<file path="src/rtl/glitch_filter.sv">
// Synchronising glitch filter: a new din level reaches dout only after N_STABLE stable samples.
// Optional glitch counter is built when GLITCH_FILTER_CNT_EN is defined.
module glitch_filter #(
  parameter int N_STABLE = 4,
  parameter int CNT_W    = 8
) (
  input  logic             clk,
  input  logic             reset_n,
  input  logic             din,
  input  logic             clear_cnt,
  output logic             dout,
  output logic             rise,
  output logic             fall,
  output logic             glitch,
  output logic [CNT_W-1:0] glitch_cnt
);

  localparam int SW = $clog2(N_STABLE) + 1;
  localparam logic [SW-1:0] LAST = SW'(N_STABLE - 1);

  typedef enum logic [1:0] {LOW, CHK_HI, HIGH, CHK_LO} state_t;

  state_t        state_q, state_d;
  logic [SW-1:0] cnt_q, cnt_d;
  logic          s1_q, s2_q;
  logic          dout_q, dout_d;
  logic          rise_q, rise_d;
  logic          fall_q, fall_d;
  logic          glitch_q, glitch_d;

  always_ff @(posedge clk or negedge reset_n) begin
    if (!reset_n) begin
      s1_q     <= 1'b0;
      s2_q     <= 1'b0;
      state_q  <= LOW;
      cnt_q    <= '0;
      dout_q   <= 1'b0;
      rise_q   <= 1'b0;
      fall_q   <= 1'b0;
      glitch_q <= 1'b0;
    end else begin
      s1_q     <= din;
      s2_q     <= s1_q;
      state_q  <= state_d;
      cnt_q    <= cnt_d;
      dout_q   <= dout_d;
      rise_q   <= rise_d;
      fall_q   <= fall_d;
      glitch_q <= glitch_d;
    end
  end

  // Strobes are registered so they line up with the dout change.
  always_comb begin
    state_d  = state_q;
    cnt_d    = cnt_q;
    dout_d   = dout_q;
    rise_d   = 1'b0;
    fall_d   = 1'b0;
    glitch_d = 1'b0;
    case (state_q)
      LOW: begin
        if (s2_q) begin
          state_d = CHK_HI;
          cnt_d   = SW'(1);
        end
      end
      CHK_HI: begin
        if (!s2_q) begin
          state_d  = LOW;
          cnt_d    = '0;
          glitch_d = 1'b1;
        end else if (cnt_q == LAST) begin
          state_d = HIGH;
          cnt_d   = '0;
          dout_d  = 1'b1;
          rise_d  = 1'b1;
        end else begin
          cnt_d = cnt_q + SW'(1);
        end
      end
      HIGH: begin
        if (!s2_q) begin
          state_d = CHK_LO;
          cnt_d   = SW'(1);
        end
      end
      CHK_LO: begin
        if (s2_q) begin
          state_d  = HIGH;
          cnt_d    = '0;
          glitch_d = 1'b1;
        end else if (cnt_q == LAST) begin
          state_d = LOW;
          cnt_d   = '0;
          dout_d  = 1'b0;
          fall_d  = 1'b1;
        end else begin
          cnt_d = cnt_q + SW'(1);
        end
      end
      default: begin
        state_d = LOW;
        cnt_d   = '0;
      end
    endcase
  end

  assign dout   = dout_q;
  assign rise   = rise_q;
  assign fall   = fall_q;
  assign glitch = glitch_q;

`ifdef GLITCH_FILTER_CNT_EN
  logic [CNT_W-1:0] gcnt_q, gcnt_d;

  // Counts the visible glitch strobe; clear beats a coincident increment.
  always_comb begin
    gcnt_d = gcnt_q;
    if (clear_cnt)
      gcnt_d = '0;
    else if (glitch_q && (gcnt_q != {CNT_W{1'b1}}))
      gcnt_d = gcnt_q + CNT_W'(1);
  end

  always_ff @(posedge clk or negedge reset_n) begin
    if (!reset_n) gcnt_q <= '0;
    else          gcnt_q <= gcnt_d;
  end

  assign glitch_cnt = gcnt_q;
`else
  logic unused_clear_cnt;
  assign unused_clear_cnt = clear_cnt;
  assign glitch_cnt       = '0;
`endif

endmodule

</file>
<file path="config.mk">
export PLATFORM = sky130hd
export DESIGN_NAME = glitch_filter
export DESIGN_NICKNAME = d
export VERILOG_FILES = /design/src/rtl/glitch_filter.sv
export SDC_FILE = /design/constraint.sdc
export NUM_CORES = 1
export LEC_CHECK = 0
export BUFFER_PORTS_ARGS = -buffer_cell sky130_fd_sc_hd__buf_2
export CAP_MARGIN = 30
export CORE_AREA = 2 2 39 41
export DETAILED_ROUTE_END_ITERATION = 10
export DIE_AREA = 0 0 41 43
export PLACE_DENSITY = 0.61
export SETUP_SLACK_MARGIN = 0.05
export SYNTH_ARGS = -nofsm -noshare
export SYNTH_HDL_FRONTEND = slang
export SYNTH_SLANG_ARGS = --single-unit
</file>
<file path="constraint.sdc">
create_clock -name clk -period 4.2 [get_ports clk]
set_clock_uncertainty 0.2 [all_clocks]
set_input_delay 0.42 -clock clk [delete_from_list [all_inputs] [get_ports clk]]
set_output_delay 0.42 -clock clk [all_outputs]
set_load 0.005 [all_outputs]
</file>
[Word-level counts from Yosys, hierarchy flattened]
Index checks and enable logic that the tools add are counted.
Operators by class
  add/subtract/negate cells: 1
  multipliers: 0
  div/mod/pow operators: 0
  order comparisons: 0
  equality and inequality tests: 12
  shift-type cells: 0
  muxes and demuxes: 26
  bitwise logic cells: 0
  reduce and logical (&&, ||, !) cells: 5
Operators by type and width (count)
  $mux W3: 5
  $mux W2: 6
  $ne A2 B2 Y1 const B: 6
  $pmux W3 S4: 1
  $mux W1: 11
  $pmux W2 S4: 1
  $ne A3 B3 Y1 const B: 2
  $reduce_and A5 Y1: 1
  $eq A2 B2 Y1 const B: 2
  $pmux W1 S2: 2
  $reduce_and A4 Y1: 1
  $add A3 B1 Y3 const B: 1
  $eq A3 B2 Y1 const B: 1
  $eq A2 B1 Y1 const B: 1
  $logic_not A2 Y1: 1
  $reduce_and A2 Y1: 1
  $reduce_bool A2 Y1: 1
Storage, ports and cells
  flip-flop bits (word level): 11
  latch bits: 0
  bits in writable memories: 0
  bits in read-only memories: 0
  input port bits: 4
  logic and storage cells: 52
  memories: 0

[Logic depth before layout (Yosys ltp)]
Gate-level depths: netlist (run 1).
  depth after elaboration: 4
  depth in mapped cells: 4

[Worst setup path before layout (run 1)]
No wires, ideal clock.
  kind: reg-to-reg
  start: register (tool-made name)
  end: register cnt_q[2]
  setup time: 0.069 ns
  arrival time: 1.092 ns
  setup slack: 2.840 ns
  stages on the path, launching flop included: 4
  period minus slack after synthesis: 1.360 ns
  path through: dfrtp_1 -> xnor2_2 -> mux2_4 -> nor2b_2
RTL lines
  to (signal assigned): RTL line 45  | cnt_q <= cnt_d;
  to (decl): RTL line 24  | logic [SW-1:0] cnt_q, cnt_d;

==> qor.csv, run 1 <==
stage;metric;value;unit
route;drt total wl;648;µm
critical_path;WP data arrival;1.47;ns
yosys;top cells by area, synth;dfrtp_1, buf_4, nand2_1;
yosys;post-synthesis cell area;499;µm²
yosys;mean post-synth cell area;11.3;µm²
power;clock power share;23.3;%
hold_path;hold endpoint;s1_q;
critical_path;Critical Path RT;4.21;ns
critical_path;worst-path fanout max;6;
run_status;outcome;finished clean;
clock_tree;clock-pin slew on the worst setup and hold paths;0.07;ns
critical_path;R2R cell count;3;
cells_and_area;Ant. Diodes;0;
timing;fin crit share;34.9;%
critical_path;WS Path Type;flop to flop;
timing;total negative setup slack;0;ns
yosys;area leader, netlist;dfrtp_1;
yosys;YS warnings;0;
yosys;post-synthesis simple-gate area fraction;16.8;%
cells_and_area;Final Net Count;60;
timing;Final min period;1.47;ns
power;pwr dens;563;nW/µm²
floorplanning;Die W;41;µm
power;worst-case vdd ir drop;0.185;mV
route;post-route ant nets;0;
yosys;top_reg_cell synth;dfrtp_1;
power;Comb pwr share;27.6;%
timing;Max Slew Vio Count;0;
global_route;first-pass GRT wire length;1010;µm
clock_tree;Root Buffer;clkbuf_4;
timing;Fin. Hold Viols;0;
clock_tree;Sink Count;11;
global_route;gr ovfl total;0;
power;sw frac;31.8;%
critical_path;Critical Path Sink Type;flop;
hold_path;hold_sp;din;
timing;RSZ-0062 raised after global routing;no;
critical_path;FF-to-FF setup slack;2.73;ns
clock_tree;H-tree Lvls;1;
floorplanning;Rows;14;
power;Leak;0.285;nW
yosys;Yosys reg bits;11;
global_route;largest net degree at the start of global routing;12;
critical_path;Worst path max stage delay;0.44;ns
yosys;top-area cell type share of the netlist area;55.1;%
global_route;initial antenna violation count;0;
floorplanning;full die area;1760;µm²
clock_tree;CTS resizes;0;
floorplanning;Core ar.;1380;µm²
cells_and_area;post-layout util;40.0;%
floorplanning;Die Y;43;µm
critical_path;Worst R2R End;cnt_q[2];
critical_path;slowest library cell on the worst path;dfrtp_1;
yosys;Syn Inst Count;44;
route;DR iter-0 viols;5;
critical_path;Crit path max-delay family;flip-flops;
cells_and_area;area grow syn2layout;10.8;%
clock_tree;Inserted Clock Buffers;3;
yosys;EDFF count, synth;0;
yosys;compound-gate portion of the synthesized area;5.76;%
flow_run;Max Cap Viol;0;
yosys;adder-cell share of the synthesized area;2.51;%
yosys;mux contribution to synthesized area;3.01;%
clock_tree;setup bufs post-CTS;0;
clock_tree;TritonCTS clock tree;yes;
clock_tree;worst-skew pair later-pin latency;0.27;ns
yosys;leading cell type by number of instances after synthesis;dfrtp_1;
placement;Placer Congestion;0.741;
clock_tree;Post-CTS Hold Buffers;1;
yosys;Yosys cell types;20;
route;via count;292;
route;first-pass detailed-route iteration total;4;
critical_path;critical path buffer and inverter count;0;
yosys;Synth Area in XOR/XNOR;3.26;%
yosys;Post-synth ARST share;100;%
power;Psw;0.0991;mW
yosys;largest family of logic cells by synthesized area;simple AND/OR/NAND/NOR gates;
route;drt drc;0;
yosys;top cells by count, synth;dfrtp_1, buf_4, nand2_1;
global_route;vias in the first global route;242;
clock_tree;clock buffer depth;2;
hold_path;Worst Hold Depth;1;
floorplanning;total I/O pin count;16;
power;Flop pwr share;49.1;%
yosys;register area share after synthesis;55.1;%
timing;Fmax achieved;682;MHz
placement;number of port buffers;6;
timing;# setup viols final;0;
route;drt wl/cell;9.26;µm
power;Internal;0.212;mW
floorplanning;Starting Density;36.1;%
critical_path;critical path, cell by cell;xnor2_2, mux2_4, nor2b_2;
critical_path;nature of the critical path startpoint;flop;
global_route;GRT Overall Usage;9.49;%
cells_and_area;share of layout cells above drive strength 1;25.9;%
route;post-DR vias/cell;4.17;
hold_path;HP Class;input port to flop;
[routing by layer]
layer  global-route usage, %  vias to the layer above  wire, µm
met4                    12.0                        0        22
met1                    11.5                      130       315
met2                    10.9                       10       275
li1                        -                      148         -
met5                       0                        -         0
met3                    3.14                        4        35
[per-stage QoR]
stage	cells	instance area, µm²	power [mW]	hold slack, ns	setup WS (ns)
floorplan	51	526	0.225	-0.0756	2.84
finish	70	553	0.311	0.0500	2.73
global route	70	553	0.333	0.0366	2.68
detailed placement	65	515	0.240	0.102	2.75
global placement	65	515	0.239	0.0994	2.75
CTS	70	553	0.315	0.0418	2.72
[kinds of logic (layout without fill, tap and decap cells)]
| group | Yosys count | in the layout |
|---|---|---|
| AND/OR/NAND/NOR | 15 | 15 |
| flip-flops | 11 | 11 |
| buffers and inverters | 9 | 12 |
| AO/OA/AOI/OAI | 5 | 5 |
| adder cells (fa/ha/maj) | 1 | 1 |
| other | 1 | 8 |
| XOR/XNOR | 1 | 1 |
| multiplexers | 1 | 1 |
[power by group through the flow]
stage | clock network, mW | logic, mW | registers, mW
6_report | 0.0727 | 0.0859 | 0.153
2_1_floorplan | 0 | 0.0736 | 0.152
5_1_grt | 0.0795 | 0.0960 | 0.157
4_1_cts | 0.0749 | 0.0873 | 0.153
3_3_place_gp | 0 | 0.0845 | 0.155
3_5_place_dp | 0 | 0.0859 | 0.155
[area by class of cell]
class / instances / area (µm²)
fillers: 135 / 831
flip-flops and latches: 11 / 275
multi-input cells: 31 / 186
repair buffers: 7 / 40.0
clock buffers: 3 / 22.5
well taps: 16 / 20.0
clock inverters: 1 / 5.00
inverters: 1 / 3.75
[registers in the layout (all words and copies together), names as in the netlist, named ones only]
name,count
cnt_q,3
dout,1
fall,1
glitch,1
s2_q,1
s1_q,1
state_q,1
rise,1
[how the worst max path moves through the flow]
stage / endpoint / slack (ns) / depth (start not counted)
finish: cnt_q[2] / 2.73 / 3
CTS: cnt_q[2] / 2.72 / 3
global placement: cnt_q[2] / 2.75 / 3
detailed placement: cnt_q[2] / 2.75 / 3
floorplan: cnt_q[2] / 2.84 / 3
global route: cnt_q[2] / 2.68 / 3
[placed cells by master (no fill, tap or decap), drive strengths merged, types with 2 or more instances in the layout]
cell and instances:
dfrtp 11, conb 8, nor2 2, nand2b 2, clkbuf 3, nand2 5, o21ai 2, buf 6
Note: power is estimated with default switching activity, not from simulation.
==> run 2: changes to the inputs <==
--- a/config.mk
+++ b/config.mk
@@ -10,7 +10,7 @@
 export CORE_AREA = 2 2 39 41
 export DETAILED_ROUTE_END_ITERATION = 10
 export DIE_AREA = 0 0 41 43
-export PLACE_DENSITY = 0.61
+export PLACE_DENSITY = 0.63
 export SETUP_SLACK_MARGIN = 0.05
 export SYNTH_ARGS = -nofsm -noshare
 export SYNTH_HDL_FRONTEND = slang
==> constraint.sdc (replaced) <==
create_clock -name clk -period 1.3 [get_ports clk]
set_clock_uncertainty 0.2 [all_clocks]
set_input_delay 0.13 -clock clk [delete_from_list [all_inputs] [get_ports clk]]
set_output_delay 0.13 -clock clk [all_outputs]
set_load 0.005 [all_outputs]
==> run 2 against run 1 <==
Cell count grew 11%. Clock power grew to 3.1 times the previous value. The run now ends with setup timing left. First-iteration DRC count shrank 40%. Sequential power grew to 3.3 times the previous value. Power grew to 4.0 times the previous value. Sequential share of layout area shrank 8.4 points. Count of clock-buffer cells in the layout grew 1. Die area is the same. Critical path type unchanged. Hold slack gained 0.0080 ns.
==> qor.csv, run 2 (synthesis gave the netlist of run 1 again) <==
stage;metric;value;unit;change
clock_tree;clock buffer depth;2;;unchanged
global_route;met1 usage;12.8;%;was 11.5%
power;worst-case vdd ir drop;0.890;mV;was 0.185 mV
timing;# setup viols final;2;;was 0
route;via count;334;;was 292
floorplanning;Die W;41;µm;unchanged
timing;Final min period;1.36;ns;was 1.47 ns
timing;PnR worst setup slack;-0.0593;ns;was 2.73 ns
route;drt wl/cell;10.6;µm;was 9.26 µm
critical_path;worst-path fanout max;4;;was 6
power;Psw;0.398;mW;was 0.0991 mW
power;Internal;0.832;mW;was 0.212 mW
cells_and_area;Largest register FFs;3;;unchanged
floorplanning;full die area;1760;µm²;unchanged
power;Flop pwr share;41.6;%;was 49.1%
power;total power;1.23;mW;was 0.311 mW
critical_path;Setup crit start;cnt_q[1];;
cells_and_area;share of layout cells above drive strength 1;45.2;%;was 25.9%
global_route;GR Layer Usage met3;4.71;%;was 3.14%
clock_tree;TritonCTS clock tree;yes;;unchanged
critical_path;Critical Path Sink Type;flop;;unchanged
placement;number of port buffers;6;;unchanged
critical_path;R2R cell count;4;;was 3
cells_and_area;most common cell after layout, fill and taps aside;dfrtp_1;;unchanged
critical_path;WP data arrival;1.37;ns;was 1.47 ns
clock_tree;worst-skew pair later-pin latency;0.27;ns;about the same
run_status;outcome;complete, but fails checks;;was finished clean
clock_tree;Inserted Clock Buffers;3;;unchanged
timing;hold_ws;0.0580;ns;was 0.0500 ns
placement;HPWL Detailed;510;µm;
clock_tree;Sink Count;11;;unchanged
global_route;met2 usage;14.7;%;was 10.9%
clock_tree;H-tree Lvls;1;;unchanged
run_status;failing checks;setup timing;;
critical_path;Worst R2R End;cnt_q[2];;unchanged
timing;Max Slew Vio Count;0;;unchanged
power;clock power share;18.6;%;was 23.3%
floorplanning;Core ar.;1380;µm²;unchanged
critical_path;Critical Path End;cnt_q[2];;unchanged
route;first-pass detailed-route iteration total;3;;was 4
critical_path;Worst R2R Start;cnt_q[1];;
placement;Placer Congestion;0.764;;was 0.741
critical_path;nature of the critical path startpoint;flop;;unchanged
flow_run;Max Cap Viol;0;;unchanged
timing;RSZ-0062 raised after global routing;yes;;was no
power;Leak;0.327;nW;was 0.285 nW
route;drt total wl;826;µm;was 648 µm
timing;Fin. Hold Viols;0;;unchanged
cells_and_area;Non-Filler Instances;78;;was 70
timing;fin crit share;105;%;was 34.9%
timing;Fmax achieved;736;MHz;was 682 MHz
global_route;first-pass GRT wire length;1200;µm;was 1010 µm
critical_path;FF-to-FF setup slack;-0.06;ns;was 2.73 ns
global_route;largest net degree at the start of global routing;12;;unchanged
route;DR iter-0 viols;3;;was 5
power;sw frac;32.3;%;was 31.8%
route;post-route ant nets;0;;unchanged
critical_path;Critical Path RT;1.31;ns;was 4.21 ns
clock_tree;Root Buffer;clkbuf_4;;unchanged
floorplanning;Starting Density;36.1;%;unchanged
global_route;grt peak-use layer;met2;;was met4
cells_and_area;Ant. Diodes;0;;unchanged
critical_path;WS Path Type;flop to flop;;unchanged
floorplanning;total I/O pin count;16;;unchanged
route;drt drc;0;;unchanged
placement;placed insts;69;;was 65
clock_tree;clock-pin slew on the worst setup and hold paths;0.07;ns;about the same
global_route;initial antenna violation count;0;;unchanged
floorplanning;Rows;14;;unchanged
cells_and_area;Largest Register;cnt_q;;unchanged
cells_and_area;post-layout util;48.1;%;was 40.0%
global_route;vias in the first global route;282;;was 242
global_route;GRT Overall Usage;11.1;%;was 9.49%
cells_and_area;Final Net Count;68;;was 60
cells_and_area;area grow syn2layout;33.3;%;was 10.8%
power;pwr dens;1850;nW/µm²;was 563 nW/µm²
power;Comb pwr share;39.8;%;was 27.6%
floorplanning;Die Y;43;µm;unchanged
route;post-DR vias/cell;4.28;;was 4.17
placement;Place WS;-0.0425;ns;was 2.75 ns
hold_path;HP Class;input port to async pin;;was input port to flop
cells_and_area;most frequent cells in the layout;dfrtp_1, conb_1, buf_2, buf_4, nand2_1;;was dfrtp_1, conb_1, buf_2, nand2_1, clkbuf_4
global_route;gr ovfl total;0;;unchanged
==> run 2: cell type report <==
type	count	area, µm²
fillers	132	718
inverters	1	3.75
repair buffers	15	106
well taps	16	20.0
clock buffers	4	26.3
multi-input cells	31	234
flip-flops and latches	11	275
==> run 2: metal layers <==
metal	part of all wire, %	up-vias
met5	0	-
met3	4.8	4
met4	2.2	0
met1	42	157
met2	50	9
li1	-	164
==> run 2: worst max-delay path: stages, from the launching register on <==
cell and delay [ns]:
dfrtp_1 0.42, ha_4 0.19, nand2b_4 0.13, mux2_4 0.27
nor2b_2 0.10
==> run 2: how the worst min path moves through the flow <==
stage                     cells past startpoint     from         to
final                                         2  reset_n   cnt_q[0]
after global routing                          2  reset_n   cnt_q[0]
after CTS                                     2  reset_n   cnt_q[0]
after detailed placement                      1  reset_n   cnt_q[0]
after global placement                        1  reset_n   cnt_q[0]
after floorplan                               0  reset_n  async pin
==> run 2: power by group through the flow <==
stage	clock (mW)	sequential [mW]	combinational (mW)
after floorplan	0	0.490	0.240
after global placement	0	0.489	0.339
after detailed placement	0	0.492	0.346
after CTS	0.242	0.493	0.377
after global routing	0.254	0.523	0.535
final	0.229	0.511	0.490
==> run 2: stage by stage <==
step	instance area [µm²]	TNS, ns
2_1_floorplan	528	-0.0602
3_3_place_gp	548	-0.0482
3_5_place_dp	548	-0.0575
4_1_cts	604	-0.0702
5_1_grt	666	-0.288
6_report	666	-0.0995
==> run 2: timing repair <==
item,4_1_cts,5_1_grt
pin swaps,3,3
gates resized for setup,3,8
setup endpoints to repair,4,9
hold buffers,2,0
setup buffers,0,3
endpoints found under the hold margin,12,0
